`config.mk`:
```
export PLATFORM = sky130hd
export DESIGN_NAME = logic_unit_seq
export DESIGN_NICKNAME = d
export VERILOG_FILES = /design/src/rtl/logic_unit_seq.sv
export SDC_FILE = /design/constraint.sdc
export NUM_CORES = 1
export LEC_CHECK = 0
export CAP_MARGIN = 20
export CELL_PAD_IN_SITES_DETAIL_PLACEMENT = 1
export CELL_PAD_IN_SITES_GLOBAL_PLACEMENT = 1
export CORE_MARGIN = 3
export CORE_UTILIZATION = 35
export CTS_CLUSTER_DIAMETER = 100
export DETAILED_ROUTE_END_ITERATION = 8
export PLACE_DENSITY_LB_ADDON = 0.1
export SLEW_MARGIN = 0
export SYNTH_ARGS = -nofsm -noshare
export SYNTH_HDL_FRONTEND = slang
export SYNTH_SLANG_ARGS = --single-unit
```
`constraint.sdc`:
```
create_clock -name clk -period 2.19 [get_ports clk]
set_input_delay 0.438 -clock clk [delete_from_list [all_inputs] [get_ports clk]]
set_output_delay 0.438 -clock clk [all_outputs]
set_load 0.005 [all_outputs]
```
`src/rtl/logic_unit_seq.sv`:
```
// rtl/logic_unit_seq.sv - lane-serial bitwise logic unit with valid/ready handshakes
module logic_unit_seq #(
   parameter int WIDTH = 16,
   parameter int LANE  = 4
) (
   input  logic             clk,
   input  logic             rst_n,
   input  logic             in_valid,
   output logic             in_ready,
   input  logic [WIDTH-1:0] x,
   input  logic [WIDTH-1:0] y,
   input  logic [2:0]       op,
   output logic [WIDTH-1:0] o,
   output logic             out_valid,
   input  logic             out_ready,
   output logic             zero,
   output logic             ones
);

   localparam int NLANES = WIDTH / LANE;
   localparam int CW     = (NLANES > 1) ? $clog2(NLANES) : 1;

   if (LANE < 1 || (WIDTH % LANE) != 0) begin : g_bad_params
      $error("logic_unit_seq: WIDTH must be a non-zero multiple of LANE");
   end

   typedef enum logic [1:0] {IDLE, BUSY, DONE} state_t;

   state_t           state;
   state_t           state_nxt;
   logic [WIDTH-1:0] xr;
   logic [WIDTH-1:0] yr;
   logic [2:0]       opr;
   logic [CW-1:0]    cnt;
   logic [WIDTH-1:0] res;
   logic [WIDTH-1:0] o_reg;
   logic             last;

   assign last = (cnt == CW'(NLANES - 1));

   always_ff @(posedge clk or negedge rst_n) begin
      if (!rst_n) begin
         state <= IDLE;
      end else begin
         state <= state_nxt;
      end
   end

   always_comb begin
      state_nxt = state;
      case (state)
         IDLE:    if (in_valid) state_nxt = BUSY;
         BUSY:    if (last) state_nxt = DONE;
         DONE:    if (out_ready) state_nxt = IDLE;
         default: state_nxt = IDLE;
      endcase
   end

   // Full-width result of the captured operands; only the current lane is stored.
   always_comb begin
      res = '0;
      case (opr)
         3'd0: res = xr & yr;
         3'd1: res = xr | yr;
         3'd2: res = xr ^ yr;
         3'd3: res = ~(xr & yr);
         3'd4: res = ~(xr | yr);
         3'd5: res = ~(xr ^ yr);
         3'd6: res = xr & ~yr;
         3'd7: res = xr;
         default: res = '0;
      endcase
   end

   always_ff @(posedge clk or negedge rst_n) begin
      if (!rst_n) begin
         xr    <= '0;
         yr    <= '0;
         opr   <= '0;
         cnt   <= '0;
         o_reg <= '0;
      end else begin
         if (state == IDLE && in_valid) begin
            xr    <= x;
            yr    <= y;
            opr   <= op;
            cnt   <= '0;
            o_reg <= '0;
         end else if (state == BUSY) begin
            o_reg[cnt*LANE +: LANE] <= res[cnt*LANE +: LANE];
            if (!last) begin
               cnt <= cnt + 1'b1;
            end
         end
      end
   end

   always_comb begin
      in_ready  = rst_n && (state == IDLE);
      out_valid = (state == DONE);
      zero      = out_valid && (o_reg == '0);
      ones      = out_valid && (&o_reg);
      o         = o_reg;
   end

endmodule

```
======== Word-level counts from Yosys, hierarchy flattened ========
Cells that the tools add are included.
word-level totals
  flip-flop bits (word level) ............. 55
  input port bits ......................... 39
  output and inout port bits .............. 20
  logic and storage cells ................. 55
operators by class
  add/sub/neg operators ................... 2
  equal/unequal tests ..................... 14
  shift-type cells ........................ 3
  multiplexer cells ....................... 11
  bitwise gates (word level) .............. 8
  reduce and logical (&&, ||, !) cells .... 11
operators by type and width
  operator                 count
  $pmux 16 s8              1
  $not 16->16              4
  $neg 4->34               1
  $shift 4x34->16 const A  1
  $shiftx 4x34->16         1
  $and 16x16->16           2
  $mux 16                  2
  $bwmux 16                1
  $logic_not 16->1         1
  $or 16x16->16            1
  $reduce_and 16->1        1
  $shiftx 16x5->4          1
  $xor 16x16->16           1
  $eq 3x3->1 const B       4
  $mux 2                   6
  $eq 3x2->1 const B       2
  $pmux 2 s3               1
  $eq 2x2->1 const B       2
  $logic_and 1x1->1        4
  $ne 2x1->1 const B       2
  $ne 2x2->1 const B       2
  $eq 3x1->1 const B       1
  $logic_not 3->1          1
  $reduce_and 3->1         1
  other kinds (5)          5

======== Depth between registers and ports, before layout ========
Gate-level depths: netlist (run 1).
  word-level depth ........................ 8
  gate-level depth with buffers ........... 9

======== Worst setup path before layout (run 1) ========
Ideal clock, no wire load.
  path type ............................... register to register
  start ................................... register cnt[1]
  end ..................................... register o_reg[7] (netlist: o[7])
  arrival ................................. 1.923 ns
  required time ........................... 2.125 ns
  slack ................................... 0.201 ns
  stages on the path, launching flop included .. 8
  buffers on the path ..................... 1
  path through ............................ dfrtp_1 -> clkbuf_1 -> inv_1 -> ha_1 -> or3_1 -> or3_1 -> inv_1 -> a22o_1
on the way
  word-level cells in the longest chain between the ends .. 5
ends and longest elaborated chain
  item                                                 line  source
  start: declaration                                   34    logic [CW-1:0] cnt;
  start signal: assignment                             92    cnt <= cnt + 1'b1;
  $shiftx 16x5->4 or $neg 4->34 (tied branches)        90    o_reg[cnt*LANE +: LANE] <= res[cnt*LANE +: LANE];
  $shiftx 4x34->16 or $shift 4x34->16 (tied branches)  90
  $bwmux 16 (*)                                        90
  $mux 16 (*)                                          89    end else if (state == BUSY) begin
  $mux 16 (*)                                          83    if (state == IDLE && in_valid) begin
  end signal: indexed assignment                       90
  end: declaration                                     36    logic [WIDTH-1:0] o_reg;
Every way passes the cells marked *; elsewhere a longest branch is shown, timed or not. The select of a mux whose other input is x is not followed.
A chain may end at the register's enable or synchronous reset.

======== Worst setup path after layout (run 1) ========
  start ................................... register o_reg[6] (netlist: o[6])
  end ..................................... output port ones
on the way
  word-level cells in the longest chain between the ends .. 2
ends and longest elaborated chain
  item               line  source
  $reduce_and 16->1  102   ones = out_valid && (&o_reg);
  $logic_and 1x1->1  102
  end: declaration   17    output logic ones
Every way passes these cells.

==> results of run 1 <==
metrics by stage:
stage          utilization (%)  hold slack (ns)
2_1_floorplan                -           0.1424
3_3_place_gp             44.41           0.5319
3_5_place_dp             44.41           0.5359
4_1_cts                  46.46           0.3761
5_1_grt                  47.11           0.4081
6_report                 47.11           0.3243
critical path: cells and delay by family (launching register included):
family	cells	cell delay (ns)
buffers and inverters	1	0.25
AND/OR/NAND/NOR	3	0.68
flip-flops	1	0.42
power by group through the flow:
stage	Combinational (mW)	Sequential, mW	Clock (mW)
after floorplan	3.22	1.72	0
after global placement	4.66	1.80	0
after detailed placement	4.82	1.82	0
after CTS	4.89	1.81	1.09
after global routing	5.61	1.90	1.12
final	4.97	1.81	1.07
layout make-up:
type	instances	area, um2	area share [%]
well taps	140	175.2	3.342
clock buffers	5	125.1	2.387
inverters	46	172.7	3.294
multi-input cells	347	2477	47.27
flip-flops and latches	55	1381	26.35
clock inverters	3	67.56	1.289
repair buffers	90	842.1	16.07
metal layers:
layer / share of wire [%] / track usage [%]
met5: 0 / 0
met4: 1.4 / 5.226
met3: 3.0 / 2.854
met2: 48 / 32.20
met1: 48 / 25.59
cell families (layout without fill, tap and decap cells):
group / Yosys count / after routing / synth area share, %
buffers and inverters: 75 / 144 / 7.605
adder cells (fa/ha/maj): 52 / 52 / 15.88
multiplexers: 13 / 13 / 3.329
flip-flops: 55 / 55 / 33.60
AO/OA/AOI/OAI: 154 / 154 / 24.68
AND/OR/NAND/NOR: 128 / 128 / 14.90
synth_stat cells (3+ instances only):
master	number	area share, %
nand2_1	56	5.1
a21o_1	3	0.55
nor4_1	3	0.46
a22oi_1	3	0.55
o21ai_0	51	6.2
a21oi_1	14	1.7
or3_1	5	0.76
nor2b_1	10	1.5
dfrtp_1	55	34
o2bb2ai_1	10	2.1
nor2_1	21	1.9
o221ai_1	7	1.5
nand4_1	4	0.61
o22ai_1	8	1.2
nand3_1	3	0.37
inv_1	43	3.9
o31ai_1	3	0.55
a211oi_1	10	1.8
inv_2	3	0.27
clkbuf_1	13	1.2
a22o_1	7	1.5
nor3_1	3	0.37
ha_1	52	16
o211ai_1	5	0.92
o21ai_1	15	1.8
a2bb2oi_1	3	0.64
mux2_2	3	0.82
buf_2	12	1.5
nand2b_1	11	1.7
mux2i_1	8	2.0
worst max-delay path by stage:
| stage | from | to | slack (ns) |
|---|---|---|---|
| 2_1_floorplan | cnt[1] | o[7] | 0.20 |
| 4_1_cts | opr[1] | o[0] | 0.04 |
| 5_1_grt | o[6] | ones | 0.02 |
| 3_5_place_dp | opr[0] | o[7] | 0.07 |
| 6_report | o[6] | ones | 0.09 |
| 3_3_place_gp | xr[8] | o[0] | 0.14 |
what timing repair did:
item,in CTS,in global routing
pin swaps,0,2
setup endpoints to repair,2,18
buffers inserted,5,0
resized for setup,2,20
==> flow_summary.yaml, run 1 <==
logic_synthesis:
  ys.flop_type: "dfrtp_1"
  avgSynthCellArea_um2: 8.588
  ys_seq_area_share_pct: 33.60
  async_flop_share_pct: 100.0
  synthCells: 477
  ys_seq_elements: 55
  synth-edff-count: 0
  synth_cell_types: 53
  synth_nets: 568
  netlist_area_um2: 4096
  yosysWarningCount: 0
pwr:
  p_seq_share_pct: 23.1
  switching_share_pct: 45.09
  intPower_mw: 4.312
  power.net_switching_mw: 3.541
  clock_power_share_pct: 13.6
  power_density_nw_per_um2: 1498
  power_frac_comb_pct: 63.3
  power.leakage_nw: 2.338
  ir_drop_mv: 0.6109
  total_power_mw: 7.853
clocking:
  cts_root_buffer: "clkbuf_16"
  cts_inserted_buffers: 5
  cts_tree: "yes"
  cts_max_level: 2
  clock-sinks: 55
  clk_pin_slew_ns: 0.07
  clk_latency_ns: 0.31
  clk_path_buf_depth: 2
  ctsHoldBuffers: 0
worst_setup_path:
  ff2ff_setup_slack_ns: 0.14
  crit_type: "reg -> out"
  rr_endpoint: "o[2]"
  slowest_delay_ns: 0.42
  rr_worst_depth: 9
  critPathArrivalTime_ns: 1.66
  worst_ep_required_time_ns: 1.75
  worstReg2RegStart: "xr[2]"
  cp_max_fo: 4
  crit_slowest_cell: "dfrtp_1"
  crit_chain: "nand4_1 > or3_1 > nor3_2 > dlygate4sd2_1"
  start_kind: "register"
  endpoint_kind: "primary output"
cells_and_area:
  areaGrowthSynthToFinish_pct: 27.95
  final_cell_mix: "clkdlybuf4s50_1, nand2_1, o21ai_0, ha_1, dfrtp_1"
  fillers: 1302
  diodes: 0
  fin_cells: 686
  drive_gt1_share_pct: 12.64
  nets: 636
  design_area_um2: 5241
  layout.cells.most_common: "clkdlybuf4s50_1"
routing:
  via_count: 3691
  wl_um: 11780
  post_drt_wl_per_cell_um: 17.17
  via_per_inst: 5.380
  drc: 0
  first_pass_iters: 4
  drtAntennaViolNets: 0
  drt_iter0_drc: 166
timing:
  slew_headroom_pct: 49.74
  fmax_ghz: 0.4770
  fin_crit_sh_pct: 95.73
  finalSetupTns_ns: 0
  final.setup.worst_slack_ns: 0.09362
  worstMarginPinSlew_ns: 0.7539
  skew_ns: 0.005983
  slew_viol_final: 0
  rsz0062_at_grt: "false"
  setup_viol: 0
  min_period_ns: 2.096
  finalHoldViolCount: 0
global_route:
  globalRouteTotalUtil_pct: 19.12
  grt_max_degree: 56
  grt_pass1_wl_um: 20040
  grt_overflow: 0
  grt_pass1_vias: 3915
  antenna_found_initial: 0
job:
  drv_cap: 0
die:
  io_pins: 59
  die_w_um: 114.2
  die_h_um: 114.2
  die_area_um2: 13040
  num_rows: 38
  coreArea_um2: 11130
  start_util_pct: 36.82
place:
  numPortBuffers: 58
  placed_cells: 673
  place_area_um2: 4941
  place_congestion: 0.7666
  dp_slack_ns: 0.06737
  hpwl_um: 8668
run_status:
  outcome: "finished clean"
worst_hold_path:
  hold_class: "in -> async"
Note: power is estimated with default switching activity, not from simulation.
==> run 2: changes to the inputs <==
--- a/config.mk
+++ b/config.mk
@@ -5,9 +5,9 @@
 export SDC_FILE = /design/constraint.sdc
 export NUM_CORES = 1
 export LEC_CHECK = 0
-export CAP_MARGIN = 20
 export CELL_PAD_IN_SITES_DETAIL_PLACEMENT = 1
 export CELL_PAD_IN_SITES_GLOBAL_PLACEMENT = 1
+export CORE_ASPECT_RATIO = 0.9
 export CORE_MARGIN = 3
 export CORE_UTILIZATION = 35
 export CTS_CLUSTER_DIAMETER = 100
==> run 2 against run 1 <==
  * Worst setup slack worse by 0.047 ns
  * Sequential cell count unchanged
  * Die area about the same
  * Sequential power hardly changed
  * Clock-buffer cell count did not move
  * Cell count grew 3.2%
  * Worst hold slack better by 0.023 ns
  * First-iteration DRC count shrank 25%
  * Register-to-register slack got worse by 0.09 ns
  * Largest cell class unchanged
==> flow_summary.yaml, run 2 (synthesis results as in run 1) <==
run_status:
  outcome: "finished clean"
pwr:
  power.leakage_nw: 2.381
  ir_drop_mv: 0.5073
  power_density_nw_per_um2: 1508
timing:
  skew_ns: 0.005526
  slew_viol_final: 0
  min_period_ns: 2.143
  fin_crit_sh_pct: 97.85
  finalHoldViolCount: 0
  fmax_ghz: 0.4666
  slew_headroom_pct: 49.96
  worstMarginPinSlew_ns: 0.7506
  setup_viol: 0
clocking:
  cts_root_buffer: "clkbuf_16"
  clk_path_buf_depth: 2
  ctsHoldBuffers: 0
  cts_tree: "yes"
  clock-sinks: 55
  cts_max_level: 2
  cts_inserted_buffers: 5
  clk_pin_slew_ns: 0.08
  clk_latency_ns: 0.30
global_route:
  grt_pass1_vias: 4059
  grt_max_degree: 56
  antenna_found_initial: 0
  grt_pass1_wl_um: 20690
  grt_overflow: 0
  globalRouteTotalUtil_pct: 19.65
die:
  die_h_um: 108.6
  io_pins: 59
  coreArea_um2: 11130
  num_rows: 36
  die_area_um2: 13040
  start_util_pct: 36.82
  die_w_um: 120.0
routing:
  drc: 0
  via_per_inst: 5.299
  first_pass_iters: 4
  wl_um: 12540
  post_drt_wl_per_cell_um: 17.71
  via_count: 3752
  drt_iter0_drc: 124
  drtAntennaViolNets: 0
worst_setup_path:
  worst_ep_required_time_ns: 2.42
  start_kind: "register"
  critPathArrivalTime_ns: 2.37
  crit_type: "reg -> reg"
  cp_max_fo: 17
  endpoint_kind: "register"
cells_and_area:
  layout.cells.most_common: "nand2_1"
  diodes: 0
  fin_cells: 708
  nets: 646
  areaGrowthSynthToFinish_pct: 29.69
  design_area_um2: 5313
  drive_gt1_share_pct: 13.31
  final_cell_mix: "nand2_1, clkdlybuf4s50_1, dfrtp_1"
place:
  placed_cells: 693
  numPortBuffers: 58
  place_area_um2: 5029
  place_congestion: 0.8786
  hpwl_um: 9413
job:
  drv_cap: 0
worst_hold_path:
  hold_class: "in -> async"
## run 2: cell types whose count changed in the layout (fill, tap and decap cells not counted), sizes merged
cell and delta:
bufinv -1, inv +1, buf +10
## run 2: per-stage QoR
step	util (%)	total power [mW]	setup WS [ns]	hold slack [ns]	setup TNS, ns
final	47.75	8.009	0.04699	0.3470	0
after CTS	47.03	7.888	0.003982	0.4025	0
after floorplan	-	4.938	0.2014	0.1424	0
after detailed placement	45.20	6.835	0.01392	0.5354	0
after global placement	45.20	6.656	0.06184	0.5154	0
after global routing	47.75	8.798	-0.01475	0.4215	-0.04704
## run 2: layout make-up
type / instances / area, um2
inverters: 46 / 172.7
well taps: 152 / 190.2
multi-input cells: 347 / 2471
clock buffers: 5 / 125.1
repair buffers: 100 / 929.6
clock inverters: 3 / 46.29
flip-flops and latches: 55 / 1378
fillers: 1338 / 5813
## run 2: final timing paths
check	start	slack, ns	depth (start not counted)	end
worst max-delay path	opr[2]	0.05	10	o[9]
worst min-delay path	rst_n	0.35	2	yr[15]
worst max register to register	opr[2]	0.05	10	o[9]
worst min register to register	o[1]	0.55	2	o[1]
max in group asynchronous	rst_n	1.32	2	opr[0]
min in group clk	o[1]	0.55	2	o[1]
## run 2: power by group
group / total [mW] / internal (mW) / switching [mW]
Combinational: 5.24 / 2.37 / 2.86
Sequential: 1.80 / 1.43 / 0.375
Clock: 0.970 / 0.546 / 0.424
## run 2: worst max-delay path, cell delays in order, from the launching register on
cell and delay [ns]:
dfrtp_1 0.41, buf_4 0.26, nand2_1 0.13, buf_4 0.18, nor2_1 0.09, o21ai_0 0.10, a311oi_2 0.36, buf_4 0.17
o31ai_2 0.05, buf_4 0.17, o2bb2ai_1 0.14
## run 2: per-layer routing
metal / vias to the layer above / part of all wire (%) / wire length (um) / GRT usage (%)
li1: 1834 / - / - / -
met1: 1858 / 49 / 6137 / 26.61
met2: 49 / 47 / 5946 / 33.33
met3: 11 / 2.8 / 346 / 3.320
met4: 0 / 0.86 / 108 / 4.007
met5: - / 0 / 0 / 0
## run 2: what timing repair did
action,4_1_cts,5_1_grt
buffers inserted,3,4
gates resized for setup,4,15
endpoints found under the hold margin,0,0
endpoints found under the setup margin,2,17
pin swaps,0,2
